### src/rtl/ysyx_2022040010_uncache_bridge.sv
// ysyx_2022040010_uncache_bridge
// Bridges one uncached (MMIO) LSU load/store at a time onto a single-beat
// AXI4 read or write transaction and returns a byte-lane-aligned result.
// Optional watchdog: define UNCACHE_TIMEOUT_EN to abort a stalled
// transaction after TIMEOUT_CYCLES cycles in any AXI-waiting state.
module ysyx_2022040010_uncache_bridge #(
  parameter int ADDR_W         = 64,
  parameter int DATA_W         = 64,
  parameter int TIMEOUT_CYCLES = 255
) (
  input  logic              clk,
  input  logic              rst,
  input  logic              req_valid,
  output logic              req_ready,
  input  logic              req_uncache,
  input  logic              req_we,
  input  logic [ADDR_W-1:0] req_addr,
  input  logic [2:0]        req_size,
  input  logic [DATA_W-1:0] req_wdata,
  input  logic [7:0]        req_wstrb,
  output logic              resp_valid,
  output logic [DATA_W-1:0] resp_rdata,
  output logic              resp_err,
  output logic              axi_ar_valid,
  input  logic              axi_ar_ready,
  output logic [ADDR_W-1:0] axi_ar_addr,
  output logic [2:0]        axi_ar_size,
  input  logic              axi_r_valid,
  output logic              axi_r_ready,
  input  logic [DATA_W-1:0] axi_r_data,
  input  logic [1:0]        axi_r_resp,
  output logic              axi_aw_valid,
  input  logic              axi_aw_ready,
  output logic [ADDR_W-1:0] axi_aw_addr,
  output logic [2:0]        axi_aw_size,
  output logic              axi_w_valid,
  input  logic              axi_w_ready,
  output logic [DATA_W-1:0] axi_w_data,
  output logic [7:0]        axi_w_strb,
  input  logic              axi_b_valid,
  output logic              axi_b_ready,
  input  logic [1:0]        axi_b_resp
);

  typedef enum logic [2:0] {
    S_IDLE = 3'd0,
    S_AR   = 3'd1,
    S_R    = 3'd2,
    S_WR   = 3'd3,
    S_B    = 3'd4,
    S_RESP = 3'd5
  } state_t;

  state_t            state_q, state_d;
  logic [ADDR_W-1:0] addr_q, addr_d;
  logic [2:0]        size_q, size_d;
  logic [DATA_W-1:0] wdata_q, wdata_d;
  logic [7:0]        wstrb_q, wstrb_d;
  logic [DATA_W-1:0] rdata_q, rdata_d;
  logic              err_q, err_d;
  logic              aw_done_q, aw_done_d;
  logic              w_done_q, w_done_d;
  logic              aw_ok, w_ok;
  logic [5:0]        req_shamt, rsp_shamt;
`ifdef UNCACHE_TIMEOUT_EN
  localparam logic [15:0] TIMEOUT_LIM = 16'(TIMEOUT_CYCLES);
  logic [15:0]       cnt_q, cnt_d;
`endif

  // Byte offset inside the 8-byte bus word, scaled to a bit shift.
  assign req_shamt = {req_addr[2:0], 3'b000};
  assign rsp_shamt = {addr_q[2:0], 3'b000};

  // A channel counts as done once it handshook earlier or handshakes now.
  assign aw_ok = aw_done_q | axi_aw_ready;
  assign w_ok  = w_done_q  | axi_w_ready;

  // State and captured-request registers; reset clears every output source.
  always_ff @(posedge clk or posedge rst) begin
    if (rst) begin
      state_q   <= S_IDLE;
      addr_q    <= '0;
      size_q    <= 3'd0;
      wdata_q   <= '0;
      wstrb_q   <= 8'd0;
      rdata_q   <= '0;
      err_q     <= 1'b0;
      aw_done_q <= 1'b0;
      w_done_q  <= 1'b0;
`ifdef UNCACHE_TIMEOUT_EN
      cnt_q     <= 16'd0;
`endif
    end else begin
      state_q   <= state_d;
      addr_q    <= addr_d;
      size_q    <= size_d;
      wdata_q   <= wdata_d;
      wstrb_q   <= wstrb_d;
      rdata_q   <= rdata_d;
      err_q     <= err_d;
      aw_done_q <= aw_done_d;
      w_done_q  <= w_done_d;
`ifdef UNCACHE_TIMEOUT_EN
      cnt_q     <= cnt_d;
`endif
    end
  end

  // Next-state logic: request capture, AXI handshakes and response capture.
  always_comb begin
    state_d   = state_q;
    addr_d    = addr_q;
    size_d    = size_q;
    wdata_d   = wdata_q;
    wstrb_d   = wstrb_q;
    rdata_d   = rdata_q;
    err_d     = err_q;
    aw_done_d = aw_done_q;
    w_done_d  = w_done_q;
    case (state_q)
      S_IDLE: begin
        if (req_valid && req_uncache) begin
          addr_d    = req_addr;
          size_d    = req_size;
          wdata_d   = req_wdata << req_shamt;
          wstrb_d   = req_wstrb << req_addr[2:0];
          rdata_d   = '0;
          err_d     = 1'b0;
          aw_done_d = 1'b0;
          w_done_d  = 1'b0;
          state_d   = req_we ? S_WR : S_AR;
        end else begin
          state_d = S_IDLE;
        end
      end
      S_AR: begin
        if (axi_ar_ready) begin
          state_d = S_R;
        end else begin
          state_d = S_AR;
        end
      end
      S_R: begin
        if (axi_r_valid) begin
          rdata_d = axi_r_data >> rsp_shamt;
          err_d   = (axi_r_resp != 2'b00);
          state_d = S_RESP;
        end else begin
          state_d = S_R;
        end
      end
      S_WR: begin
        aw_done_d = aw_ok;
        w_done_d  = w_ok;
        if (aw_ok && w_ok) begin
          state_d = S_B;
        end else begin
          state_d = S_WR;
        end
      end
      S_B: begin
        if (axi_b_valid) begin
          err_d   = (axi_b_resp != 2'b00);
          rdata_d = '0;
          state_d = S_RESP;
        end else begin
          state_d = S_B;
        end
      end
      S_RESP: begin
        state_d = S_IDLE;
      end
      default: begin
        state_d = S_IDLE;
      end
    endcase
`ifdef UNCACHE_TIMEOUT_EN
    // Watchdog overrides a stalled AXI wait; any progress restarts it.
    cnt_d = cnt_q;
    if (state_d != state_q) begin
      cnt_d = 16'd0;
    end else if (state_q inside {S_AR, S_R, S_WR, S_B}) begin
      if ((cnt_q + 16'd1) >= TIMEOUT_LIM) begin
        state_d = S_RESP;
        err_d   = 1'b1;
        rdata_d = '0;
        cnt_d   = 16'd0;
      end else begin
        cnt_d = cnt_q + 16'd1;
      end
    end else begin
      cnt_d = cnt_q;
    end
`endif
  end

  // Outputs decode directly from registered state; payloads are held flops,
  // so address/data stay stable while any valid is high.
  assign req_ready    = (state_q == S_IDLE) && !rst;
  assign resp_valid   = (state_q == S_RESP);
  assign resp_rdata   = rdata_q;
  assign resp_err     = err_q;
  assign axi_ar_valid = (state_q == S_AR);
  assign axi_ar_addr  = addr_q;
  assign axi_ar_size  = size_q;
  assign axi_r_ready  = (state_q == S_R);
  assign axi_aw_valid = (state_q == S_WR) && !aw_done_q;
  assign axi_aw_addr  = addr_q;
  assign axi_aw_size  = size_q;
  assign axi_w_valid  = (state_q == S_WR) && !w_done_q;
  assign axi_w_data   = wdata_q;
  assign axi_w_strb   = wstrb_q;
  assign axi_b_ready  = (state_q == S_B);

endmodule

### config.mk
export PLATFORM = sky130hd
export DESIGN_NAME = ysyx_2022040010_uncache_bridge
export DESIGN_NICKNAME = d
export VERILOG_FILES = /design/src/rtl/ysyx_2022040010_uncache_bridge.sv
export SDC_FILE = /design/constraint.sdc
export NUM_CORES = 1
export LEC_CHECK = 0
export CORE_AREA = 4 4 192 194
export DETAILED_ROUTE_END_ITERATION = 8
export DIE_AREA = 0 0 196 198
export PLACE_DENSITY_LB_ADDON = 0.15
export SYNTH_ARGS = -nofsm -noshare
export SYNTH_HDL_FRONTEND = slang
export SYNTH_SLANG_ARGS = --single-unit
export TNS_END_PERCENT = 50
### constraint.sdc
create_clock -name clk -period 7.8 [get_ports clk]
set_clock_uncertainty 0.05 [all_clocks]
set_input_delay 1.95 -clock clk [delete_from_list [all_inputs] [get_ports clk]]
set_output_delay 1.95 -clock clk [all_outputs]
set_load 0.01 [all_outputs]
==> reports/results.ini <==
[timing]
max_clock_freq_mhz=195
setup-tns-final_ns=0
setup_slack_of_the_critical_path_after_layout_ns=2.66
finalWorstPathRequiredPeriod_ns=5.14
worstMarginPinSlew_ns=1.30
report.final.hold_viol_count=0
setup_repair_after_global_routing_missed_its_margin=false
report.final.slew_viol_count=0
finalSetupViolations=0
portion_of_the_clock_cycle_consumed_by_the_worst_path_in_the_final_layout_pct=65.9
relSlewSlack_pct=12.4

[critical_path]
critPathMaxFanout=2
slowest_cp_cell=sky130_fd_sc_hd__clkdlybuf4s50_1
setup.worst_path.class=in2out
path_delay_family=buffers and inverters
reg2reg_to=axi_w_data[37]$_DFFE_PP0P_
cp-end-kind=output pin
critical_path_depth=3
regToRegSetupSlack_ns=4.78
sort_of_element_at_the_start_of_the_critical_path=input pin
worst_setup_path_endpoint=req_ready
cp-startpoint=rst
timing.rr.start=state_q[0]$_DFF_PP0_
worst_path_cell_trace=clkdlybuf4s50_1, nor2_1, clkdlybuf4s50_1
critical-path-max-stage-delay_ns=0.54
worst_path_bufs_invs=2
r2r_cells=4
path_common_cell=sky130_fd_sc_hd__clkdlybuf4s50_1
critical_path_arrival_ns=3.14
worst_path_required_ns=5.80

[cts]
cts-root-to-sink-buffers=3
h-tree-depth=1
clkLatencyLatePin_ns=0.51
cts_repair_resize_count=0
clockRootBuffer=sky130_fd_sc_hd__clkbuf_16
ctsHoldBuffers=0
tritoncts=yes
cts_sinks=209
cts.repair_timing.setup_buffer_count=0
cts.clk_slew.worst_paths_ns=0.05
number_of_buffers_created_by_cts=25

[route]
via_count=9804
number_of_design_rule_violations_left_by_the_first_detailed_router_iteration=627
drcViolationCount=0
postRouteWirelength_um=43400
routed_antenna_nets=0
wl_per_cell_um=22.9
dr.pass1.iters=5
detail_route.vias_per_cell=5.18

[die]
die_height_um=198
starting_utilization_of_the_core_area_pct=32.1
io_pins=495
core_area_um2=35200
die_area_um2=38800
die_w_um=196
core.rowCount=69

[synthesis]
netlist_top_cells_area=sky130_fd_sc_hd__dfrtp_1, sky130_fd_sc_hd__mux4_2, sky130_fd_sc_hd__nand2_1
yosysTopAreaCellShare_pct=46.3
synthFlopType=sky130_fd_sc_hd__dfrtp_1
total_nets_after_synthesis=1245
largest_area_contributor_in_the_netlist=sky130_fd_sc_hd__dfrtp_1
synth-warning-count=0
syn-instance-count=1028
synth.distinct_cells=42
synth.most_common_cell=sky130_fd_sc_hd__nand2_1
synthArstFlopShare_pct=100
synth_seq_area_share_pct=46.3
synth_edf_count=0
mappedNetlistArea_um2=11300
syn_area_per_cell_um2=11.0
synth_common_cells=sky130_fd_sc_hd__nand2_1, sky130_fd_sc_hd__dfrtp_1, sky130_fd_sc_hd__buf_4, sky130_fd_sc_hd__a22o_1, sky130_fd_sc_hd__mux4_2
yosys_register_bits=209

[place]
worst_slack_after_detailed_placement_ns=2.65
routabilityCongestion=0.853
dp_hpwl_um=31700
buffer_ports.inserted=494

[global_route]
grt_pass1_wl_um=64400
antenna_found_initial=0
track_usage_pct=21.2
grt_max_degree=108
first_global_vias=9978
overflow=0

[hold_path]
min_from=axi_w_strb[4]$_DFFE_PP0P_
min_path_type=reg2reg

[pwr]
power_density_nw_per_um2=368
peakVddDrop_mv=0.240
power_leakage_uw=0.00734

[finish]
num-nets-final=1630
num-fill-cells=3309
multiInputGateArea_um2=5240
sequential_cell_area_um2=5240
areaGrowthSynthToFinish_pct=50.2
antenna_cells=0
layout-drive-gt1-share_pct=9.85

[job]
drv.max_cap_violation_count=0

[status]
run_status=finished clean

==> cell families (layout without fill, tap and decap cells) <==
| kind of cell | count (synthesis) | in the layout | synth area share, % |
|---|---|---|---|
| AOI/OAI and AO/OA | 204 | 204 | 14.8 |
| buffers and inverters | 153 | 556 | 7.69 |
| DFF | 209 | 209 | 46.3 |
| muxes | 136 | 136 | 18.9 |
| and+or+nand+nor | 326 | 326 | 12.4 |
==> tightest hold or removal path: stages, from the launching register on <==
cell and delay, ns:
sky130_fd_sc_hd__dfrtp_1 0.34, sky130_fd_sc_hd__nand2_1 0.05, sky130_fd_sc_hd__nand3_1 0.05
==> where the power goes <==
| part | internal (uW) | switching, uW |
|---|---|---|
| Clock | 764 | 459 |
| Sequential | 1540 | 352 |
| Combinational | 1700 | 1440 |
| Total | 4010 | 2250 |
==> metrics by stage <==
| stage | area [um^2] | utilization [%] | total power, uW | hold slack, ns | std cells |
|---|---|---|---|---|---|
| 3_5_place_dp | 16100 | 45.7 | 5080 | 0.418 | 1847 |
| 3_3_place_gp | 16100 | 45.7 | 5060 | 0.409 | 1847 |
| 5_1_grt | 17000 | 48.2 | 6640 | 0.453 | 1892 |
| 2_1_floorplan | 11300 | - | 3490 | 0.436 | 1028 |
| 4_1_cts | 17000 | 48.2 | 6340 | 0.432 | 1892 |
| 6_report | 17000 | 48.2 | 6260 | 0.430 | 1892 |
==> cell usage in the layout, fill, tap and decap left out, drive strengths merged, types with 17 or more instances in the layout <==
cell type      instances
mux2                  17
a221o                 30
clkbuf                40
nor2                  52
nand2                219
mux4                  60
mux2i                 59
clkdlybuf4s50        492
and3                  19
o2bb2ai               31
dfrtp                209
o21ai                 21
nor2b                 17
a22o                  60
a21o                  18
==> worst min-delay path by stage <==
stage,cells past startpoint,to,slack (ns)
after floorplan,2,w_done_q$_DFFE_PP0P_,0.44
after global placement,1,resp_rdata[18]$_DFFE_PP0P_,0.41
after detailed placement,1,resp_err$_DFFE_PP0P_,0.42
after CTS,1,resp_err$_DFFE_PP0P_,0.43
after global routing,1,resp_rdata[32]$_DFFE_PP0P_,0.45
final,2,axi_w_strb[4]$_DFFE_PP0P_,0.43
==> registers in the layout (all words and copies together), names as in the netlist <==
name and count:
axi_ar_addr 64, axi_w_data 64, resp_rdata 64, axi_w_strb 8
axi_ar_size 3, state_q 3, aw_done_q 1, resp_err 1
w_done_q 1
==> final cells by class <==
class | instances | share of cell area (%)
clock inverter | 5 | 0.612
inverter | 5 | 0.155
clock buffer | 40 | 4.49
tap | 461 | 3.40
timing repair buffer | 506 | 29.7
multi-input combinational | 666 | 30.8
sequential | 209 | 30.8
==> metal layers <==
layer  vias to the layer above  global-route usage [%]  share of wire [%]
li1                       4463                       -                  -
met1                      4873                    27.5                 40
met2                       417                    35.8                 49
met3                        51                    5.68                8.6
met4                         0                    4.86                2.1
met5                         -                       0                  0
Power figures use the tool's default switching activity.
